File: config.mk
export PLATFORM = sky130hd
export DESIGN_NAME = if_fetch_unit
export DESIGN_NICKNAME = d
export VERILOG_FILES = /design/src/rtl/if_fetch_unit.sv
export SDC_FILE = /design/constraint.sdc
export NUM_CORES = 1
export LEC_CHECK = 0
export ABC_CLOCK_PERIOD_IN_PS = 2100
export BUFFER_PORTS_ARGS = -buffer_cell sky130_fd_sc_hd__buf_2
export CORE_UTILIZATION = 33
export CTS_CLUSTER_DIAMETER = 50
export CTS_CLUSTER_SIZE = 30
export DETAILED_ROUTE_END_ITERATION = 7
export PLACE_DENSITY = 0.68
export SLEW_MARGIN = 30
export SYNTH_ARGS = -nofsm -noshare
export SYNTH_HDL_FRONTEND = slang
export SYNTH_SLANG_ARGS = --single-unit
File: constraint.sdc
create_clock -name clk -period 2.1 [get_ports clk]
set_input_delay 0.42 -clock clk [delete_from_list [all_inputs] [get_ports clk]]
set_output_delay 0.42 -clock clk [all_outputs]
set_load 0.005 [all_outputs]
File: src/rtl/if_fetch_unit.sv
// ---------------------------------------------------------------------------
// if_fetch_unit -- instruction-fetch stage of the 5-stage MIPS pipeline.
//
// Holds the PC, drives the synchronous instruction SRAM and applies
// branch/jump redirects resolved in decode.
//
// Redirects that arrive while the stage is stalled are kept in a one-entry
// pending-redirect register, so they are never lost. If several arrive during
// one stall, the newest one replaces the older ones.
//
// Ports:
//   clk             in   1   clock, all state updates on posedge
//   rst             in   1   synchronous reset, active-high
//   stall           in   6   pipeline stall bus; stall[0]=1 freezes IF
//   br_bus          in  33   {br_e, br_addr[31:0]} from decode (combinational)
//   if_to_id_bus    out 33   {ce, pc[31:0]} to decode
//   inst_sram_en    out  1   SRAM read enable
//   inst_sram_wen   out  4   SRAM byte write enables, always 4'b0000
//   inst_sram_addr  out 32   SRAM read address (= pc)
//   inst_sram_wdata out 32   SRAM write data, always 0
//   excp_adel       out  1   fetch address-error flag (only with IF_ADEL_EN)
//
// Optional feature macro: IF_ADEL_EN
//   Adds a registered misaligned-fetch flag (excp_adel). While it is set, the
//   SRAM enable is suppressed, but the flagged PC is still sent to decode.
//
// Handshake: there is no valid/ready pair. An advance happens on every cycle
// where stall[0]==0, and decode latches {ce,pc} on the same edge that the PC
// moves. The SRAM address is presented in cycle N and its data returns in
// cycle N+1.
// ---------------------------------------------------------------------------
module if_fetch_unit #(
    parameter logic [31:0] RESET_PC = 32'hbfbf_fffc,
    parameter logic [31:0] PC_STEP  = 32'd4
) (
    input  logic        clk,
    input  logic        rst,
    input  logic [5:0]  stall,
    input  logic [32:0] br_bus,
    output logic [32:0] if_to_id_bus,
    output logic        inst_sram_en,
    output logic [3:0]  inst_sram_wen,
    output logic [31:0] inst_sram_addr,
    output logic [31:0] inst_sram_wdata
`ifdef IF_ADEL_EN
    ,
    output logic        excp_adel
`endif
);

    localparam logic STOP = 1'b1;

    logic        br_e;
    logic [31:0] br_addr;
    logic        advance;

    logic [31:0] pc_r;
    logic        ce_r;
    logic        pend_v;
    logic [31:0] pend_addr;
    logic [31:0] next_pc;

    // Only stall[0] concerns IF; the upper bits belong to later stages.
    logic        unused_stall;
    assign unused_stall = ^stall[5:1];

    assign br_e    = br_bus[32];
    assign br_addr = br_bus[31:0];
    assign advance = (stall[0] != STOP);

    // A live redirect beats a held one; a held one beats sequential flow.
    always_comb begin
        next_pc = pc_r + PC_STEP;
        if (br_e) begin
            next_pc = br_addr;
        end else if (pend_v) begin
            next_pc = pend_addr;
        end
    end

    always_ff @(posedge clk) begin
        if (rst) begin
            pc_r      <= RESET_PC;
            ce_r      <= 1'b0;
            pend_v    <= 1'b0;
            pend_addr <= 32'b0;
        end else if (advance) begin
            pc_r   <= next_pc;
            ce_r   <= 1'b1;
            // Any held redirect is either consumed now or overridden by a
            // live one, so it is dropped in both cases.
            pend_v <= 1'b0;
        end else if (br_e) begin
            pend_v    <= 1'b1;
            pend_addr <= br_addr;
        end
    end

`ifdef IF_ADEL_EN
    logic adel_r;

    always_ff @(posedge clk) begin
        if (rst) begin
            adel_r <= 1'b0;
        end else if (advance) begin
            adel_r <= (next_pc[1:0] != 2'b00);
        end
    end

    assign excp_adel    = adel_r;
    assign inst_sram_en = ce_r & ~adel_r;
`else
    assign inst_sram_en = ce_r;
`endif

    assign inst_sram_addr  = pc_r;
    assign inst_sram_wen   = 4'b0000;
    assign inst_sram_wdata = 32'b0;
    assign if_to_id_bus    = {ce_r, pc_r};

endmodule

* Word level (Yosys, flattened, before mapping)
Cells that the tools add are included.
** Word-level totals
- Register bits after elaboration :: 66
- Bits of input ports :: 41
- Output and inout port bits :: 102
** Operators by class
- Add/subtract/negate cells :: 1
- Muxes and demuxes :: 2
- Bitwise operators :: 1
- Reductions and logical operators :: 2
** Operator list (count)
- 32-bit two-way mux :: 2
- 32-bit by 3-bit adder with 32-bit output, second input constant :: 1
- 2-bit AND reduction :: 1
- 2-bit OR reduction :: 1
- 1-bit NOT :: 1

* Longest topological paths before layout
Gate-level depths: netlist of run 1.
- Word-level depth :: 3
- Depth in mapped cells :: 7
- Gate-level depth less buffers :: 5

* Least setup slack after synthesis of run 1
OpenSTA, ideal clock, no wires.
- Kind :: reg-to-reg
- Start :: register pc_r[2] (netlist: inst_sram_addr[2])
- End :: register pc_r[28] (netlist: inst_sram_addr[28])
- Arrival time :: 1784 ps
- Path slack :: 229 ps
- Stages on the path, launching flop included :: 6
- Path buffers :: 0
- Path through :: dfxtp_1 > ha_1 > nand4_2 > or4_4 > o311a_1 > a221oi_2
** Between the ends
- Word-level cells in the longest chain between the ends :: 3
** RTL lines
- start: declaration :: RTL line 57 : logic [31:0] pc_r;
- start signal: assignment :: RTL line 88 : pc_r <= next_pc;
- 32-bit by 3-bit adder with 32-bit output :: RTL line 73 : next_pc = pc_r + PC_STEP;
- 32-bit two-way mux :: RTL line 76 : end else if (pend_v) begin
- 32-bit two-way mux :: RTL line 74 : if (br_e) begin
No other way between the ends.
A chain may end at the register's enable or synchronous reset.

* Worst setup path in the final report of run 1
- Start :: register pc_r[2] (netlist: inst_sram_addr[2])
- End :: register pc_r[20] (netlist: inst_sram_addr[20])
Same word-level chain as after synthesis.

==> results of run 1 <==
-- registers in the layout (all words and copies together), names as in the netlist --
register / cells
inst_sram_addr: 32
inst_sram_en: 1
pend_addr: 32
pend_v: 1
-- cell families after synthesis --
| family | count (synthesis) | synth area share, % |
|---|---|---|
| AO/OA/AOI/OAI | 147 | 25.0 |
| adder cells (fa/ha/maj) | 1 | 0.306 |
| buffers and inverters | 121 | 17.8 |
| flip-flops | 66 | 32.3 |
| multiplexers | 3 | 0.735 |
| other | 1 | 0.0918 |
| AND/OR/NAND/NOR | 192 | 23.8 |
-- tightest hold or removal path, cell delays in order --
cell     delay [ps]
buf_2           100
nand2_1          50
a21oi_1          50
-- per-stage QoR --
step,instance area (sq um),total power [W],worst slack (ps),hold WS [ps]
2_1_floorplan,4220,0.00208,229,431
3_3_place_gp,4500,0.00229,176,438
3_5_place_dp,4500,0.00231,148,448
4_1_cts,4800,0.00383,220,332
5_1_grt,4800,0.00399,79.5,342
6_report,4800,0.00381,215,338
-- how the worst max path moves through the flow --
stage / start / endpoint / slack, ps / cells after the start
detailed placement: stall[0] / inst_sram_addr[28] / 150 / 5
floorplan: inst_sram_addr[2] / inst_sram_addr[28] / 230 / 5
finish: inst_sram_addr[2] / inst_sram_addr[20] / 210 / 6
global route: inst_sram_addr[10] / inst_sram_addr[30] / 80 / 4
global placement: stall[0] / inst_sram_addr[28] / 180 / 5
CTS: inst_sram_addr[10] / inst_sram_addr[30] / 220 / 4
-- area by class of cell --
| cell class | count | area (sq um) |
|---|---|---|
| fill | 1237 | 7260 |
| tap | 168 | 210 |
| multi-input combinational | 379 | 2170 |
| sequential | 66 | 1320 |
| clock inverter | 2 | 35.0 |
| timing repair buffer | 131 | 743 |
| inverter | 15 | 56.3 |
| clock buffer | 14 | 264 |
-- layer usage --
metal	track usage, %	vias up
li1	-	1968
met1	24.0	1891
met2	29.5	199
met3	3.48	22
met4	8.42	0
met5	0	-
-- cells in the final DEF, fill, tap and decap left out, types with 3 or more instances in the layout --
cell,count
buf_2,101
nand2_1,90
dfxtp_1,66
a21oi_1,48
conb_1,36
buf_4,29
o21ai_0,17
nor2_1,16
inv_1,15
nand3_1,12
nor3_1,12
nor4_1,11
a211oi_1,10
a311oi_1,9
nand4_1,9
a221oi_1,9
a2bb2oi_1,9
clkbuf_16,9
a221o_1,8
o22ai_1,6
o211ai_1,6
and4_1,5
nand3b_1,5
nand2b_1,4
and2_1,4
and3_1,4
o2111ai_1,4
nor2b_1,3
or2_2,3
mux2i_1,3
o31ai_1,3
o21a_1,3
clkbuf_1,3
-- power groups by stage --
stage | registers (W) | clock network (W) | logic, W
final | 0.00145 | 0.00151 | 0.000852
after global routing | 0.00146 | 0.00160 | 0.000934
after CTS | 0.00145 | 0.00154 | 0.000843
after detailed placement | 0.00147 | 0 | 0.000839
after global placement | 0.00147 | 0 | 0.000827
after floorplan | 0.00147 | 0 | 0.000610
==> summary.txt, run 1 <==
Timing
  • Worst rel slew slack: 61.7%
  • Setup Skew: 3.44 ps
  • Aggregate negative setup slack: 0 ps
  • Part of the cycle the worst path needs: 89.8%
  • Max Clock Freq: 530 MHz
  • Number of pins exceeding their max-slew limit in the final report: 0
  • Slew at the pin closest to its max-slew limit: 572 ps
  • Min cycle time layout: 1890 ps
  • Final number of hold-violating endpoints: 0
  • Unrepaired setup endpoints after global routing: no
  • Final setup violating endpoints: 0

Synth
  • Cell variety after synth: 56
  • Netlist Area Pre-Place: 0.00409 sq mm
  • Top area cells in the synthesized netlist: dfxtp_1 32%, buf_4 13%, nand2_1 8.3%, a21oi_1 5.9%, clkbuf_1 2.9%
  • Sequential share of the synthesized area: 32.3%
  • Leading cell type by number of instances after synthesis: nand2_1
  • FFs w/ async S/R, synth: 0%
  • Top post-synthesis cells by count: 90 x nand2_1, 69 x buf_4, 66 x dfxtp_1, 48 x a21oi_1, 32 x clkbuf_1
  • Dominant cell type by area after synthesis: dfxtp_1
  • Area share of the leading cell type in the synthesized netlist: 32.3%
  • Most used flip-flop cell after synthesis: dfxtp_1
  • Avg Cell Area, Syn: 7.69 sq um
  • Post-synthesis register bit count: 66
  • Synthesis Warnings: 0
  • Count of mapped cells out of synthesis: 531
  • Count of flip-flops with a built-in enable after synthesis: 0

Hold path
  • Worst min-delay path class: in -> reg
  • HP Start: br_bus[27]
  • Hold Path Stages: 3
  • Worst Hold Path EP: pend_addr[27]

Drt
  • Met1 routed wirelength after detailed routing: 5.35 mm
  • DRC violation count after routing: 0
  • Total vias in the final route: 4080
  • Overall routed net length: 11.8 mm
  • Total iterations of the first detailed-routing run: 5
  • Total met3 wirelength after detailed routing: 653 microns
  • Initial detailed-routing violation count: 345
  • Average wire per standard cell: 15.3 microns
  • Final ANT Viol Nets: 0
  • Vias per Instance: 5.26
  • Uppermost layer routed: met4
  • Routed wl met2: 5.51 mm

Cells and area
  • Area Overhead vs Synth: 17.5%
  • Layout cells sized above 1: 26.2%
  • Final standard cell count with taps included and fillers excluded: 775
  • Final core occ: 39.8%
  • Nets@finish: 644
  • Number of diodes added for antenna fixing: 0

Critical path
  • Max stage delay cell, worst path: or3_2
  • Cell family contributing the most delay on the critical path: simple AND/OR/NAND/NOR gates
  • Kind of start point of the critical path: register
  • Worst endpoint required time: 2380 ps
  • Worst setup EP type: register
  • Slowest cell delay on critical path: 460 ps
  • WP data arrival: 2160 ps
  • Critical R2R Launch: inst_sram_addr[2]
  • R2R Setup Slk: 210 ps
  • CP max FO: 7
  • Capturing point of the worst reg2reg path: inst_sram_addr[20]
  • Crit path cell chain: ha_1 > nand4_2 > buf_4 > or3_2 > nor3_1 > o32a_1
  • WS Path Type: reg -> reg
  • Cell depth of the worst flop-to-flop path: 6
  • Bufs and invs on worst path: 1

GRT
  • Global-route wire length before repair: 18.5 mm
  • Antenna violations before repair: 0
  • Number of global-route vias before repair: 3622
  • Global-route congestion overflow total: 0
  • GRT Overall Usage: 18.4%
  • Largest net degree at the start of global routing: 27

Clock network
  • Clock-pin transition on the worst setup and hold timing paths: 50 ps
  • Number of buffers created by CTS: 9
  • Number of clock sinks: 66
  • Clock tree from TritonCTS: built
  • Number of post-CTS setup repair buffers: 0
  • Number of buffers on the longest clock path: 2
  • Total of cells resized after clock tree synthesis: 0
  • # hold bufs at CTS: 0
  • Buffer type at the clock tree root: clkbuf_16
  • Clock latency of the later-clocked register in the worst-skew pair: 330 ps
  • H-tree lvl count: 3

Power and ir drop
  • Leakage power total: 1.98 nW
  • Share of total power in sequential cells: 37.9%
  • Internal: 0.00268 W
  • Clk network pwr share: 39.7%
  • Pwr Density: 794 mW/mm^2
  • Net switching share of the total power: 29.7%
  • Part of the total power dissipated in combinational logic: 22.3%
  • Switching component of the power: 0.00113 W
  • Peak supply drop: 0.000382 V

Floorplanning
  • Core area: 0.0121 sq mm
  • Die outline area: 0.0128 sq mm
  • # rows: 40
  • Boundary Pins: 143
  • Die outline height: 113 microns
  • X dimension of the die: 113 microns
  • Effective utilization at floorplan: 33.9%

Placed design
  • Count of buffers inserted at the top-level ports: 101
  • Dpl hpwl: 8.72 mm
  • Number of placed cells counting well taps: 759
  • Final weighted congestion in routability-driven placement: 0.847

Outcome
  • Status: finished, final reports clean

Flow run
  • Max Cap Violations: 0
(Power assumes the default switching activity.)
==> run 2, diff against run 1 <==
ABC_AREA = 1   (was not set)
CORE_MARGIN = 2   (was not set)
==> summary.txt, run 2 <==
Critical path
  • Kind of start point of the critical path: register
  • Critical path's most frequent cell: nand2_1
  • Critical R2R Launch: inst_sram_addr[3]
  • Max stage delay cell, worst path: dfxtp_1
  • Slowest cell delay on critical path: 420 ps (-40 ps)
  • Source of the critical timing path: inst_sram_addr[3]
  • Cell family contributing the most delay on the critical path: simple AND/OR/NAND/NOR gates
  • Number of gates on the worst path with buffers counted: 10 (+4)
  • WS Path Type: reg -> reg
  • R2R Setup Slk: 490 ps (+270 ps)
  • Capturing point of the worst reg2reg path: inst_sram_addr[28]
  • WP data arrival: 1830 ps (-330 ps)
  • Crit path cell chain: ha_1 > nand2_1 > nor2_2 > nand2_2 > nor2_2 > nand2_1 > nand2_1 > nand2_1 > nand2_1 > a21oi_1
  • Timing endpoint of the critical path: inst_sram_addr[28]
  • Cell depth of the worst flop-to-flop path: 10 (+4)
  • CP max FO: 5 (-2)
  • Worst endpoint required time: 2320 ps (-60 ps)
  • Bufs and invs on worst path: 0 (-1)
  • Worst setup EP type: register

Clock network
  • Number of clock sinks: 66 (unchanged)
  • Number of post-CTS setup repair buffers: 0 (unchanged)
  • Clock tree from TritonCTS: built
  • Total of cells resized after clock tree synthesis: 0 (unchanged)
  • H-tree lvl count: 3 (unchanged)
  • Number of buffers on the longest clock path: 2 (unchanged)
  • # hold bufs at CTS: 0 (unchanged)
  • Clock-pin transition on the worst setup and hold timing paths: 60 ps (about the same)
  • Number of buffers created by CTS: 9 (unchanged)
  • Clock latency of the later-clocked register in the worst-skew pair: 340 ps (about the same)
  • Buffer type at the clock tree root: clkbuf_16

GRT
  • Largest net degree at the start of global routing: 36 (+33%)
  • Global-route congestion overflow total: 0 (unchanged)
  • Antenna violations before repair: 0 (unchanged)
  • Global-route wire length before repair: 17.2 mm (-7.0%)
  • Number of global-route vias before repair: 3373 (-6.9%)
  • GRT Overall Usage: 17.2% (-1.2 points)

Cells and area
  • Number of diodes added for antenna fixing: 0 (unchanged)
  • Commonest cells after routing, fill and taps aside: 121 x nand2_1, 117 x nor2_1, 101 x buf_2
  • Nets@finish: 707 (+9.8%)
  • Area Overhead vs Synth: 14.9%
  • Most common cell after layout, fill and taps aside: nand2_1
  • Layout cells sized above 1: 21.1% (-5.1 points)

Synth
  • Synthesis Warnings: 0 (unchanged)
  • Netlist Area Pre-Place: 0.00398 sq mm (-2.6%)
  • Leading cell type by number of instances after synthesis: nand2_1
  • Top post-synthesis cells by count: 121 x nand2_1, 117 x nor2_1, 70 x buf_4, 66 x dfxtp_1, 42 x o21ai_0
  • Count of mapped cells out of synthesis: 594 (+12%)
  • Post-synthesis register bit count: 66 (unchanged)
  • Area share of the leading cell type in the synthesized netlist: 33.2% (+0.86 points)
  • Count of flip-flops with a built-in enable after synthesis: 0 (unchanged)
  • FFs w/ async S/R, synth: 0% (unchanged)
  • Sequential share of the synthesized area: 33.2% (+0.86 points)
  • Avg Cell Area, Syn: 6.70 sq um (-13%)
  • Most used flip-flop cell after synthesis: dfxtp_1
  • Dominant cell type by area after synthesis: dfxtp_1
  • Cell variety after synth: 30 (-46%)
  • Top area cells in the synthesized netlist: dfxtp_1 33%, buf_4 13%, nand2_1 11%, nor2_1 11%, a221oi_1 5.5%

Drt
  • Overall routed net length: 11.0 mm (-6.9%)
  • Total iterations of the first detailed-routing run: 5 (unchanged)
  • DRC violation count after routing: 0 (unchanged)
  • Average wire per standard cell: 13.5 microns (-12%)
  • Final ANT Viol Nets: 0 (unchanged)
  • Initial detailed-routing violation count: 232 (-33%)
  • Total vias in the final route: 3890 (-4.7%)
  • Vias per Instance: 4.77 (-9.4%)

Timing
  • Setup Skew: 5.18 ps (+1.74 ps)
  • Part of the cycle the worst path needs: 76.7% (-13 points)
  • Number of pins exceeding their max-slew limit in the final report: 0 (unchanged)
  • Unrepaired setup endpoints after global routing: no
  • Worst rel slew slack: 63.3% (+1.7 points)
  • Aggregate negative setup slack: 0 ps (unchanged)
  • Max Clock Freq: 621 MHz (+17%)
  • Min cycle time layout: 1610 ps (-274 ps)
  • Slew at the pin closest to its max-slew limit: 550 ps (-21.9 ps)
  • Final number of hold-violating endpoints: 0 (unchanged)
  • Worst slack on hold paths: 308 ps (-29.7 ps)
  • Final setup violating endpoints: 0 (unchanged)

Placed design
  • Dpl hpwl: 8.19 mm (-6.0%)
  • Count of buffers inserted at the top-level ports: 101 (unchanged)
  • Final weighted congestion in routability-driven placement: 0.889 (+5.0%)

Power and ir drop
  • Total chip power: 0.00370 W (-2.8%)
  • Peak supply drop: 0.000296 V (-22%)
  • Leakage power total: 2.24 nW (+13%)
  • Pwr Density: 810 mW/mm^2 (+2.1%)

Floorplanning
  • # rows: 40 (unchanged)
  • Core area: 0.0119 sq mm (-1.2%)
  • Effective utilization at floorplan: 33.4% (-0.47 points)
  • Die outline height: 114 microns (+0.48%)
  • Die outline area: 0.0130 sq mm (+0.97%)
  • Boundary Pins: 143 (unchanged)
  • X dimension of the die: 114 microns (+0.48%)

Hold path
  • Worst min-delay path class: in -> reg

Flow run
  • Max Cap Violations: 0 (unchanged)

Outcome
  • Status: finished, final reports clean
-- run 2: cell count changes after synthesis, sizes merged, moves of 9 or more --
cell | previous run | this run
a2bb2oi | 9 | 0
nor3 | 13 | 2
clkbuf | 32 | 10
a311oi | 9 | 0
a21oi | 48 | 39
nand4 | 12 | 0
o21ai | 17 | 42
a221oi | 10 | 25
nor4 | 11 | 0
nand2 | 90 | 124
inv | 15 | 40
nor2 | 17 | 125
-- run 2: kinds of logic (layout without fill, tap and decap cells) --
logic type | count (synthesis) | in the layout | share of synthesized area (%)
AOI/OAI and AO/OA | 120 | 120 | 18.3
DFF | 66 | 66 | 33.2
and+or+nand+nor | 269 | 269 | 27.4
adders and majority gates | 1 | 1 | 0.314
buffers and inverters | 132 | 172 | 19.6
xor gates and xnor gates | 5 | 5 | 1.10
other | 1 | 36 | 0.0942
-- run 2: power by group --
group	switching [W]	internal [W]
clock network	0.000547	0.000941
registers	0.000102	0.00135
logic	0.000480	0.000286
total	0.00113	0.00258
-- run 2: through the flow --
stage	worst slack, ps	util, %	instance area, sq um	instances
detailed placement	340	36.0	4290	801
global route	324	38.4	4570	816
floorplan	563	-	4110	629
CTS	489	38.4	4570	816
finish	489	38.4	4570	816
global placement	351	36.0	4290	801
-- run 2: routing by layer --
| layer | GRT usage [%] | share of wire (%) | vias up |
|---|---|---|---|
| met2 | 26.3 | 45 | 152 |
| met4 | 9.59 | 3.0 | 0 |
| met3 | 2.55 | 6.7 | 21 |
| met5 | 0 | 0 | - |
| li1 | - | - | 1982 |
| met1 | 23.3 | 45 | 1735 |
-- run 2: worst reg2reg max path: cells and delay by family, from the launching register on --
kind                     cells  cell delay (ps)
AND/OR/NAND/NOR              8              830
flip-flops                   1              420
adder cells (fa/ha/maj)      1              200
AO/OA/AOI/OAI                1               50
-- run 2: cell type report --
class | instances | area [sq um]
clock buffer | 12 | 246
fill | 1311 | 7340
tap | 147 | 184
sequential | 66 | 1320
clock inverter | 3 | 40.0
timing repair buffer | 116 | 618
inverter | 41 | 154
multi-input combinational | 431 | 2010
-- run 2: worst min-delay path by stage --
stage	end	start	cells past startpoint
4_1_cts	inst_sram_addr[1]	rst	2
2_1_floorplan	pend_addr[5]	pend_addr[5]	2
3_3_place_gp	pend_addr[5]	pend_addr[5]	2
5_1_grt	inst_sram_addr[1]	rst	2
3_5_place_dp	pend_addr[5]	pend_addr[5]	2
6_report	inst_sram_addr[1]	rst	2
